## src/rtl/hazard_stall_controller_if.sv

```systemverilog
// Bundle of the ID/EX hazard signals between the pipeline and the
// hazard_stall_controller. The stall_cycles member exists only when
// HAZ_STALL_COUNT_EN is defined.
interface hazard_stall_controller_if;
  logic [4:0]  id_rs;
  logic [4:0]  id_rt;
  logic        id_rt_used;
  logic        idex_memread;
  logic [4:0]  idex_rt;
  logic        id_muldiv_start;
  logic        id_reads_hilo;
  logic        id_branch_taken;
  logic        pc_write;
  logic        ifid_write;
  logic        idex_bubble;
  logic        ifid_flush;
  logic        muldiv_busy;
  logic        muldiv_done;
`ifdef HAZ_STALL_COUNT_EN
  logic [31:0] stall_cycles;
`endif

  // Pipeline side: presents the decoded ID/EX fields, consumes the controls.
  modport master (
    output id_rs, id_rt, id_rt_used, idex_memread, idex_rt,
           id_muldiv_start, id_reads_hilo, id_branch_taken,
    input  pc_write, ifid_write, idex_bubble, ifid_flush,
           muldiv_busy, muldiv_done
`ifdef HAZ_STALL_COUNT_EN
   ,input  stall_cycles
`endif
  );

  // Controller side.
  modport slave (
    input  id_rs, id_rt, id_rt_used, idex_memread, idex_rt,
           id_muldiv_start, id_reads_hilo, id_branch_taken,
    output pc_write, ifid_write, idex_bubble, ifid_flush,
           muldiv_busy, muldiv_done
`ifdef HAZ_STALL_COUNT_EN
   ,output stall_cycles
`endif
  );
endinterface

```

## src/rtl/hazard_stall_controller.sv

```systemverilog
// Hazard scheduler for the 5-stage MIPS core: load-use stalls, mult/div
// busy-window stalls for HI/LO consumers, and IF/ID flush on taken branches.
// Optional feature macro: HAZ_STALL_COUNT_EN adds a saturating stall counter.
module hazard_stall_controller #(
  parameter int MULDIV_CYCLES = 32,
  parameter int CNT_W         = 6
) (
  input logic                       clk,
  input logic                       rst_n,
  hazard_stall_controller_if.slave  bus
);

  typedef enum logic {
    ST_RUN     = 1'b0,
    ST_MD_BUSY = 1'b1
  } state_t;

  localparam logic [CNT_W-1:0] LP_MD_LOAD = CNT_W'(MULDIV_CYCLES - 1);

  state_t           r_state;
  state_t           w_state_nxt;
  logic [CNT_W-1:0] r_md_cnt;
  logic [CNT_W-1:0] w_md_cnt_nxt;
  logic             r_done;
  logic             w_done_nxt;
  logic             w_load_use;
  logic             w_md_hazard;
  logic             w_stall;

  // Hazard detection; rst_n gates the stall so a reset releases it at once.
  always_comb begin
    w_load_use  = bus.idex_memread && (bus.idex_rt != 5'd0) &&
                  ((bus.idex_rt == bus.id_rs) ||
                   (bus.id_rt_used && (bus.idex_rt == bus.id_rt)));
    w_md_hazard = (r_state == ST_MD_BUSY) &&
                  (bus.id_reads_hilo || bus.id_muldiv_start);
    w_stall     = rst_n && (w_load_use || w_md_hazard);
  end

  assign bus.pc_write    = ~w_stall;
  assign bus.ifid_write  = ~w_stall;
  assign bus.idex_bubble = w_stall;
  assign bus.ifid_flush  = rst_n & bus.id_branch_taken & ~w_stall;
  assign bus.muldiv_busy = (r_state == ST_MD_BUSY);
  assign bus.muldiv_done = r_done;

  // Next-state logic: accept a mult/div in RUN, count down the busy window.
  always_comb begin
    w_state_nxt  = r_state;
    w_md_cnt_nxt = r_md_cnt;
    w_done_nxt   = 1'b0;
    case (r_state)
      ST_RUN: begin
        if (bus.id_muldiv_start && !w_load_use) begin
          w_state_nxt  = ST_MD_BUSY;
          w_md_cnt_nxt = LP_MD_LOAD;
        end
      end
      ST_MD_BUSY: begin
        if (r_md_cnt == '0) begin
          w_state_nxt = ST_RUN;
          w_done_nxt  = 1'b1;
        end else begin
          w_md_cnt_nxt = r_md_cnt - CNT_W'(1);
        end
      end
      default: w_state_nxt = ST_RUN;
    endcase
  end

  // State, counter and done-pulse registers.
  always_ff @(posedge clk or negedge rst_n) begin
    if (!rst_n) begin
      r_state  <= ST_RUN;
      r_md_cnt <= '0;
      r_done   <= 1'b0;
    end else begin
      r_state  <= w_state_nxt;
      r_md_cnt <= w_md_cnt_nxt;
      r_done   <= w_done_nxt;
    end
  end

`ifdef HAZ_STALL_COUNT_EN
  logic [31:0] r_stall_cnt;

  // Count held-PC cycles, saturating at all ones.
  always_ff @(posedge clk or negedge rst_n) begin
    if (!rst_n) begin
      r_stall_cnt <= '0;
    end else if (w_stall && (r_stall_cnt != 32'hFFFF_FFFF)) begin
      r_stall_cnt <= r_stall_cnt + 32'd1;
    end
  end

  assign bus.stall_cycles = r_stall_cnt;
`endif

endmodule

```

## src/flat_wrapper.sv

```systemverilog
// flat-port wrapper written by rule: the top's interface ports become plain ports
module hazard_stall_controller_flat 
#(
  parameter int MULDIV_CYCLES = 32,
  parameter int CNT_W         = 6
)
  (clk, rst_n, bus_id_rs, bus_id_rt, bus_id_rt_used, bus_idex_memread, bus_idex_rt, bus_id_muldiv_start, bus_id_reads_hilo, bus_id_branch_taken, bus_pc_write, bus_ifid_write, bus_idex_bubble, bus_ifid_flush, bus_muldiv_busy, bus_muldiv_done);
  hazard_stall_controller_if bus_i ();
  input logic clk;
  input logic rst_n;
  input wire logic [$bits(bus_i.id_rs)-1:0] bus_id_rs;
  input wire logic [$bits(bus_i.id_rt)-1:0] bus_id_rt;
  input wire logic [$bits(bus_i.id_rt_used)-1:0] bus_id_rt_used;
  input wire logic [$bits(bus_i.idex_memread)-1:0] bus_idex_memread;
  input wire logic [$bits(bus_i.idex_rt)-1:0] bus_idex_rt;
  input wire logic [$bits(bus_i.id_muldiv_start)-1:0] bus_id_muldiv_start;
  input wire logic [$bits(bus_i.id_reads_hilo)-1:0] bus_id_reads_hilo;
  input wire logic [$bits(bus_i.id_branch_taken)-1:0] bus_id_branch_taken;
  output wire logic [$bits(bus_i.pc_write)-1:0] bus_pc_write;
  output wire logic [$bits(bus_i.ifid_write)-1:0] bus_ifid_write;
  output wire logic [$bits(bus_i.idex_bubble)-1:0] bus_idex_bubble;
  output wire logic [$bits(bus_i.ifid_flush)-1:0] bus_ifid_flush;
  output wire logic [$bits(bus_i.muldiv_busy)-1:0] bus_muldiv_busy;
  output wire logic [$bits(bus_i.muldiv_done)-1:0] bus_muldiv_done;
  assign bus_i.id_rs = bus_id_rs;
  assign bus_i.id_rt = bus_id_rt;
  assign bus_i.id_rt_used = bus_id_rt_used;
  assign bus_i.idex_memread = bus_idex_memread;
  assign bus_i.idex_rt = bus_idex_rt;
  assign bus_i.id_muldiv_start = bus_id_muldiv_start;
  assign bus_i.id_reads_hilo = bus_id_reads_hilo;
  assign bus_i.id_branch_taken = bus_id_branch_taken;
  assign bus_pc_write = bus_i.pc_write;
  assign bus_ifid_write = bus_i.ifid_write;
  assign bus_idex_bubble = bus_i.idex_bubble;
  assign bus_ifid_flush = bus_i.ifid_flush;
  assign bus_muldiv_busy = bus_i.muldiv_busy;
  assign bus_muldiv_done = bus_i.muldiv_done;
  hazard_stall_controller #(.MULDIV_CYCLES(MULDIV_CYCLES), .CNT_W(CNT_W)) u_core (.clk(clk), .rst_n(rst_n), .bus(bus_i));
endmodule
```

## config.mk

```make
export PLATFORM = sky130hd
export DESIGN_NAME = hazard_stall_controller_flat
export DESIGN_NICKNAME = d
export VERILOG_FILES = /design/src/rtl/hazard_stall_controller_if.sv /design/src/rtl/hazard_stall_controller.sv /design/src/flat_wrapper.sv
export SDC_FILE = /design/constraint.sdc
export NUM_CORES = 1
export LEC_CHECK = 0
export CAP_MARGIN = 20
export CORE_UTILIZATION = 40
export DETAILED_ROUTE_END_ITERATION = 10
export PLACE_DENSITY = 0.86
export SLEW_MARGIN = 30
export SYNTH_ARGS = -nofsm -noshare
export SYNTH_HDL_FRONTEND = slang
export SYNTH_SLANG_ARGS = --single-unit
```

## constraint.sdc

```tcl
create_clock -name clk -period 2.4 [get_ports clk]
set_input_delay 0.36 -clock clk [delete_from_list [all_inputs] [get_ports clk]]
set_output_delay 0.36 -clock clk [all_outputs]
set_load 0.02 [all_outputs]
```

==> results of run 1 <==
-- routing by layer --
metal	wire, µm	vias to the layer above
li1	-	329
met1	598	298
met2	801	24
met3	52	2
met4	27	0
met5	0	-
-- power breakdown --
group          leakage, nW  switching (mW)  internal (mW)
Combinational        0.316           0.217          0.246
Clock               0.0138          0.0480         0.0574
Sequential          0.0929          0.0664          0.197
-- state kept, by name, summed over array words and instances, names as in the netlist --
register,count
u_core.bus.muldiv_busy,1
u_core.bus.muldiv_done,1
u_core.r_md_cnt,6
-- logic make-up after synthesis --
group,share of synthesized area
multiplexers,0.07142
adder cells (fa/ha/maj),0.01984
XOR/XNOR,0.1389
AO/OA/AOI/OAI,0.2302
AND/OR/NAND/NOR,0.1865
flip-flops,0.3175
buffers and inverters,0.03571
-- worst paths after layout --
check                                                  to  slack, ns                           start
max                                       bus_idex_bubble       0.05                  bus_idex_rt[3]
min                        u_core.r_md_cnt[3]$_DFFE_PN0P_       0.54                           rst_n
max reg2reg                u_core.r_md_cnt[2]$_DFFE_PN0P_       0.65  u_core.r_md_cnt[2]$_DFFE_PN0P_
min reg2reg                u_core.r_md_cnt[0]$_DFFE_PN0P_       0.60  u_core.r_md_cnt[0]$_DFFE_PN0P_
max in group asynchronous  u_core.r_md_cnt[0]$_DFFE_PN0P_       1.73                           rst_n
min in group clk           u_core.r_md_cnt[0]$_DFFE_PN0P_       0.60  u_core.r_md_cnt[0]$_DFFE_PN0P_
-- worst max-delay path: cells and delay by family --
kind / cells / cell delay [ns]
and+or+nand+nor: 2 / 0.69
AOI/OAI and AO/OA: 2 / 0.36
buffers and inverters: 2 / 0.57
-- per-stage QoR --
step | instances | setup WS (ns) | TNS [ns] | utilization | power (mW)
2_1_floorplan | 69 | 0.1669 | 0 | - | 0.5710
3_3_place_gp | 118 | -0.4310 | -1.527 | 0.7032 | 0.7007
3_5_place_dp | 118 | -0.4906 | -1.691 | 0.7032 | 0.7377
4_1_cts | 121 | 0.02757 | 0 | 0.7113 | 0.8335
5_1_grt | 121 | 0.002743 | 0 | 0.7167 | 0.8966
6_report | 121 | 0.05292 | 0 | 0.7167 | 0.8319
-- synthesized netlist by cell type --
| library cell | count |
|---|---|
| o22ai_1 | 1 |
| dfrtp_1 | 8 |
| o211ai_1 | 4 |
| nand2b_1 | 1 |
| o21a_1 | 2 |
| ha_1 | 1 |
| inv_1 | 4 |
| a21o_1 | 1 |
| and2_1 | 1 |
| nor2_1 | 5 |
| nand2_1 | 6 |
| a22o_1 | 1 |
| a21oi_1 | 2 |
| nand4_1 | 1 |
| nor2b_1 | 1 |
| mux2_4 | 1 |
| nor3_1 | 2 |
| a211oi_1 | 1 |
| or4_1 | 1 |
| a222oi_1 | 1 |
| o21ai_1 | 1 |
| nand3_1 | 1 |
| and2b_2 | 1 |
| a22oi_1 | 1 |
| o21ai_0 | 1 |
| o32ai_1 | 1 |
| xnor2_1 | 10 |
| mux2i_1 | 3 |
| o41ai_1 | 1 |
| buf_4 | 1 |
| or3b_1 | 1 |
| or4_4 | 1 |
| o21a_4 | 1 |
-- area by class of cell --
| type | instances | share of cell area |
|---|---|---|
| clock buffers | 3 | 0.02273 |
| inverters | 4 | 0.01515 |
| multi-input cells | 56 | 0.4205 |
| flip-flops and latches | 8 | 0.2020 |
| well taps | 15 | 0.01894 |
| repair buffers | 35 | 0.3207 |
==> flow_summary.yaml, run 1 <==
worst_setup_path:
  slowest_delay_ns: 0.52
  crit_path_start_kind: "input pin"
  cp-end-kind: "output port"
  crit_chain: "clkdlybuf4s50_1 > or4_4 > o21a_1 > and2_1 > a22o_1 > buf_2"
  path_max_fanout: 2
  crit_path_top_delay_cell: "or4_4"
  r2r_cells: 4
  critPathKind: "in -> out"
  critical_path_arrival_ns: 1.99
  required_ns: 2.04
grt:
  grt_usage: 0.1910
  grt_first_pass_wirelength_um: 2587
  grt_util_met1: 0.1973
  first_global_vias: 661
  grt_use_met3: 0.01304
  use_met2: 0.3625
  antenna_found_initial: 0
  grt_max_degree: 9
  overflow: 0
  busiest_layer: "met2"
finish:
  final_area_um2: 991.0
  fill_cells: 116
  drive_gt1_frac: 0.1981
  final_cell_mix: "clkdlybuf4s50_1 (22), xnor2_1 (10), buf_4 (10), dfrtp_1 (8), nand2_1 (6)"
  mostFrequentLayoutCell: "clkdlybuf4s50_1"
  multi_input_area_um2: 416.7
  final-seq-area_um2: 200.2
  layout.nets: 131
  antenna_cells: 0
  syn2layout_area_growth_pct: 57.14
sta:
  fmax_ghz: 0.4261
  min_period_ns: 2.347
  rsz0062_at_grt: "false"
  worst_pin_slew_ns: 0.4272
  slew_headroom: 0.7115
  hold_ws_ns: 0.5406
  drv_slew: 0
  setup_violations: 0
  fin_skew_ns: 0.002656
  fin_crit_sh: 0.9779
  hold_viol: 0
synth:
  ys_types: 33
  yosys_warnings: 0
  synth_largest_area_cell: "dfrtp_1"
  syn_area_um2: 630.6
  synth_cells: 69
  syn_nets: 92
  netlist_top_cells_area: "dfrtp_1 (32%), xnor2_1 (14%), mux2i_1 (4.8%)"
  synth.avg_cell_area_um2: 9.139
  seq_area_frac_synth: 0.3175
  synth-seq-cells: 8
  post-synth-top-area-fraction: 0.3175
floorplanning:
  die_w_um: 41.71
  ios: 28
  start_util: 0.4561
  die_h_um: 41.71
  core_area_mm2: 0.001383
  die_area_mm2: 0.001739
  fp-row-count: 13
drt:
  routed_via_density: 5.397
  vias: 653
  drtAntennaViolNets: 0
  drt_wl_total_um: 1480
  drcViolationCount: 0
  initialDrtViolationCount: 14
  drt-pass1-iter-count: 4
  wl_per_cell_um: 12.23
pwr:
  leakagePower_nw: 0.4223
  power_density_mw_per_mm2: 839.5
  peakVddDrop_v: 0.0003812
clock_network:
  clkSinkCount: 8
  cts-resized-gates: 19
  cts_tree: "built"
  cts_made_buffers: 3
  holdBufCountCts: 0
  clk-insertion-delay-late_ns: 0.26
  root_buffer: "clkbuf_4"
  htreeDepth: 1
  cts.clk_slew.worst_paths_ns: 0.06
  cts_setup_buffers: 0
  cts_buffer_depth: 2
placed_design:
  gp_congestion: 0.8756
  io_buffers: 27
  dpl.hpwl_um: 1298
  place_area_um2: 972.2
run:
  cap_violations: 0
outcome:
  outcome: "complete, no violations"
hold_path:
  hold_class: "in -> async"
(Power assumes the default switching activity.)
==> run 2: changes to the inputs <==
--- a/config.mk
+++ b/config.mk
@@ -7,6 +7,7 @@
 export LEC_CHECK = 0
 export CAP_MARGIN = 20
 export CORE_UTILIZATION = 40
+export CTS_CLUSTER_DIAMETER = 200
 export DETAILED_ROUTE_END_ITERATION = 10
 export PLACE_DENSITY = 0.86
 export SLEW_MARGIN = 30
==> results of run 2 <==
Final layout, timing and power as in run 1 (identical DEF).
